--- src/rtl/hazard_ctrl.sv ---
// Pipeline hazard controller: freeze, redirect, load-use interlock and fetch-wait handling.
// Define HAZARD_PERF_CNT_EN to build the stall/flush performance counters.
module hazard_ctrl #(
   parameter int unsigned LOAD_USE_CYCLES = 1
) (
   input  logic        clk,
   input  logic        reset_n,
   input  logic [4:0]  id_rs,
   input  logic [4:0]  id_rt,
   input  logic        id_uses_rs,
   input  logic        id_uses_rt,
   input  logic [4:0]  ex_rd,
   input  logic        ex_is_load,
   input  logic        ex_branch_taken,
   input  logic        imem_ready,
   input  logic        dmem_busy,
   output logic        pc_wren,
   output logic        pc_sel,
   output logic        fd_wren,
   output logic        fd_flush,
   output logic        de_bubble,
   output logic        ex_hold,
   output logic [31:0] stall_cycles,
   output logic [31:0] flush_count
);

   typedef enum logic [1:0] {RUN, ILOCK, REDIR_WAIT} state_t;

   localparam logic [2:0] ILOCK_RELOAD = 3'(LOAD_USE_CYCLES - 1);

   state_t     state, state_nxt;
   logic [2:0] ilock_cnt, ilock_cnt_nxt;
   logic       load_use;

   // r0 is hardwired zero, so a load targeting it never creates a dependency
   assign load_use = ex_is_load && (ex_rd != 5'd0) &&
                     ((id_uses_rs && (id_rs == ex_rd)) ||
                      (id_uses_rt && (id_rt == ex_rd)));

   always_ff @(posedge clk) begin
      if (!reset_n) begin
         state     <= RUN;
         ilock_cnt <= 3'd0;
      end else begin
         state     <= state_nxt;
         ilock_cnt <= ilock_cnt_nxt;
      end
   end

   always_comb begin
      state_nxt     = state;
      ilock_cnt_nxt = ilock_cnt;
      if (!dmem_busy) begin
         if (ex_branch_taken) begin
            ilock_cnt_nxt = 3'd0;
            state_nxt     = imem_ready ? RUN : REDIR_WAIT;
         end else begin
            case (state)
               REDIR_WAIT: if (imem_ready) state_nxt = RUN;
               ILOCK: begin
                  ilock_cnt_nxt = ilock_cnt - 3'd1;
                  if (ilock_cnt == 3'd1) state_nxt = RUN;
               end
               default: begin
                  if (load_use && (LOAD_USE_CYCLES > 1)) begin
                     state_nxt     = ILOCK;
                     ilock_cnt_nxt = ILOCK_RELOAD;
                  end
               end
            endcase
         end
      end
   end

   always_comb begin
      pc_wren   = 1'b0;
      pc_sel    = 1'b0;
      fd_wren   = 1'b0;
      fd_flush  = 1'b0;
      de_bubble = 1'b0;
      ex_hold   = 1'b0;
      if (!reset_n) begin
         pc_wren = 1'b0;
      end else if (dmem_busy) begin
         ex_hold = 1'b1;
      end else if (ex_branch_taken) begin
         pc_wren   = 1'b1;
         pc_sel    = 1'b1;
         fd_wren   = 1'b1;
         fd_flush  = 1'b1;
         de_bubble = 1'b1;
      end else if (state == REDIR_WAIT) begin
         // wrong-path word is discarded whether or not it has arrived
         fd_wren  = 1'b1;
         fd_flush = 1'b1;
      end else if ((state == ILOCK) || load_use) begin
         de_bubble = 1'b1;
      end else if (!imem_ready) begin
         fd_wren  = 1'b1;
         fd_flush = 1'b1;
      end else begin
         pc_wren = 1'b1;
         fd_wren = 1'b1;
      end
   end

`ifdef HAZARD_PERF_CNT_EN
   always_ff @(posedge clk) begin
      if (!reset_n) begin
         stall_cycles <= 32'd0;
         flush_count  <= 32'd0;
      end else begin
         if (!pc_wren && (stall_cycles != 32'hFFFF_FFFF)) stall_cycles <= stall_cycles + 32'd1;
         if (fd_flush && (flush_count != 32'hFFFF_FFFF))  flush_count  <= flush_count + 32'd1;
      end
   end
`else
   assign stall_cycles = 32'd0;
   assign flush_count  = 32'd0;
`endif

endmodule

--- config.mk ---
export PLATFORM = sky130hd
export DESIGN_NAME = hazard_ctrl
export DESIGN_NICKNAME = d
export VERILOG_FILES = /design/src/rtl/hazard_ctrl.sv
export SDC_FILE = /design/constraint.sdc
export NUM_CORES = 1
export LEC_CHECK = 0
export ABC_AREA = 1
export CAP_MARGIN = 40
export CELL_PAD_IN_SITES_DETAIL_PLACEMENT = 0
export CELL_PAD_IN_SITES_GLOBAL_PLACEMENT = 1
export CORE_MARGIN = 3
export CORE_UTILIZATION = 18
export CTS_BUF_LIST = sky130_fd_sc_hd__clkbuf_4
export CTS_CLUSTER_SIZE = 30
export DETAILED_ROUTE_END_ITERATION = 16
export PLACE_DENSITY = 0.91
export RECOVER_POWER = 25
export SLEW_MARGIN = 10
export SYNTH_ARGS = -nofsm -noshare
export SYNTH_HDL_FRONTEND = slang
export SYNTH_SLANG_ARGS = --single-unit
--- constraint.sdc ---
create_clock -name clk -period 2 [get_ports clk]
set_input_delay 0.4 -clock clk [delete_from_list [all_inputs] [get_ports clk]]
set_output_delay 0.4 -clock clk [all_outputs]
set_load 0.005 [all_outputs]
==> summary.txt <==
Yosys
  • Synthesized area: roughly 840 um2
  • Warnings, synthesis: 0
  • Avg Cell Area, Syn: around 5.8 um2
  • Top-area cell type share of the netlist area: between 50 and 60%
  • Synth area leaders: buf_4, nand2_1, inv_1, nor2_1, dfxtp_1
  • Cell count after synthesis: approximately 150
  • Area leader, netlist: buf_4
  • Yosys cell types: 18
  • Post-synthesis register bit count: 1
  • Sequential share of the synthesized area: between 2 and 2.5%

Critical path
  • CP peak stage delay: about 0.48 ns
  • FF-to-FF End: state[1]
  • R2R cell count: 2
  • CP Capture Type: output pin
  • Slowest stage cell, crit path: clkdlybuf4s50_1
  • Worst setup SP type: primary input
  • R2r setup slk: 1.31 ns
  • Req. time, crit path: ~1.6 ns
  • Worst EP arrival: ~1.5 ns
  • Cell Chain, Critical Path: clkdlybuf4s50_1 > inv_1 > nor2_2 > inv_2 > nor3_1 > nand2_1 > nand2_1 > clkbuf_2
  • CP Class: primary input to output pin
  • Critical Path Fanout Max: 4
  • R2R Path Start: state[1]
  • Cell with the most instances on the worst path: nand2_1

STA
  • Setup TNS: 0 ns
  • Final setup viols: 0
  • Fmax: 0.533 GHz
  • Final Max Tran Viols: 0
  • Final Skew: 0 ns
  • Final Critical Period: roughly 1.9 ns
  • RSZ-0062 raised after global routing: no
  • Final clock period utilization by the worst path: a little over nine tenths
  • Final WS setup: about 0.12 ns
  • Hold Violations, Final: 0

Floorplan
  • Initial Util: 18.9%
  • Die Wd: approximately 74 um
  • I/O pins: 93
  • Core Box Area: 0.00441 mm2
  • Total die area: 0.00550 mm2
  • Rows: 24
  • Die Y: about 74 um

Global routing
  • Initial antenna violation count: 0
  • Pin count of the biggest net entering global routing: 5
  • GRT Util Overall: around 4.4%
  • Vias in the first global route: 480
  • First-pass GRT wire length: roughly 2.0 mm
  • Remaining Overflow, GRT: 0

CTS
  • Clk slew on worst S/H paths: 0 ns
  • Clock latency on the worst-skew pair: 0 ns

Pwr
  • P_leak: approximately 0.00064 uW
  • Peak supply drop: between 30 and 40 uV
  • Pwr Density: 164 mW/mm2

Layout
  • Largest reg by FF count: state
  • Fill count: around 520
  • Commonest non-fill, non-tap cell in the layout: conb_1
  • Commonest non-fill, non-tap cells in the layout: conb_1, nand2_1, inv_1, dlygate4sd2_1, nor2_1
  • Layout cells sized above 1: a little over an eighth
  • Ant. Diodes: 0
  • Non-Filler Instances: 227
  • Largest register FFs: 1
  • Top Registers: state: 1 flops
  • Layout Nets: 200
  • Area Growth Syn to Fin: 10.5%

Flow run
  • Maxcap violations: 0

Min path
  • Worst Hold End: state[1]
  • Hold path cells: 2
  • Min-delay src: state[1]
  • Type of the tightest min-delay check: flop to flop

Routing
  • Initial detailed-routing violation count: 13
  • Total Wirelength: 1.52 mm
  • Via density: 3.03
  • DRC: 0
  • Via count: a little under 700
  • Wire per inst: between 6 and 7 um
  • Final ANT Viol Nets: 0
  • Drt first pass iters: 4

Placed design
  • Number of port buffers: 28
  • Routability-driven placement congestion ratio: 0.729
  • HPWL after DPL: about 1.4 mm
  • Place WS: -0.504 ns
  • DP Cell Count: between 200 and 250

Run status
  • Status: complete, no violations
## per-layer routing
metal	wire length, um	part of all wire (%)	global-route usage, %
met2	811	53	8.46
met4	0	0	0
met1	502	33	5.53
met3	210	14	0.270
met5	0	0	0
## worst max-delay path by stage
stage                           from  depth (start not counted)        end  slack (ns)
after floorplan             ex_rd[2]                          9   fd_flush        0.62
after CTS                 id_uses_rs                          9  de_bubble       0.002
after detailed placement    ex_rd[4]                         10  de_bubble       -0.50
final                        reset_n                          8    pc_wren        0.12
after global placement      ex_rd[4]                         10  de_bubble       -0.49
after global routing         reset_n                          8    pc_wren       0.009
## power breakdown
group	total (uW)	leakage [uW]	internal, uW	switching (uW)
Clock	0	0	0	0
Sequential	22.1	0.00000821	21.4	0.717
Combinational	129	0.000632	52.1	77.3
## cell families (layout without fill, tap and decap cells)
kind of cell           after synthesis  in the layout  synth area share, %
and+or+nand+nor                     52             52                 26.0
AOI/OAI and AO/OA                    5              5                 3.74
other                                1             64                0.449
DFF                                  1              1                 2.40
buffers and inverters               86             53                 67.4
## cells in the mapped netlist
master	n
inv_1	17
nand4_1	2
nor2_1	9
conb_1	1
inv_2	5
a21oi_1	1
o21ai_0	1
nand3_1	2
nand2_2	1
dfxtp_1	1
a211oi_1	1
buf_4	64
nand3_2	1
nor3_1	1
nand2_1	34
o21ai_1	1
o21ai_2	1
nor2_2	2
## stage by stage
| step | total power, uW | hold slack, ns | area (um2) | util (%) |
|---|---|---|---|---|
| after global routing | 175 | 0.575 | 923 | 20.9 |
| after CTS | 155 | 0.530 | 942 | 21.3 |
| after floorplan | 183 | 0.498 | 1070 | - |
| final | 152 | 0.540 | 923 | 20.9 |
| after global placement | 166 | 0.527 | 960 | 21.7 |
| after detailed placement | 166 | 0.527 | 960 | 21.7 |
## what timing repair did
| item | CTS | global route |
|---|---|---|
| setup buffers | 1 | 0 |
| pin swaps | 9 | 7 |
| cloned | 0 | 0 |
| hold buffers | 0 | 0 |
| gates resized for setup | 36 | 11 |
| setup endpoints to repair | 5 | 5 |
## cell type report
cell class / count / area, um2 / share of cell area, %
inverters: 22 / 82.6 / 8.94
multi-input cells: 121 / 497 / 53.8
repair buffers: 31 / 259 / 28.0
well taps: 52 / 65.1 / 7.05
flip-flops and latches: 1 / 20.0 / 2.17
## worst max-delay path, delay by kind of cell
family,cells,cell delay [ns]
buf+inv,4,0.70
simple gates,4,0.37
(Power assumes the default switching activity.)
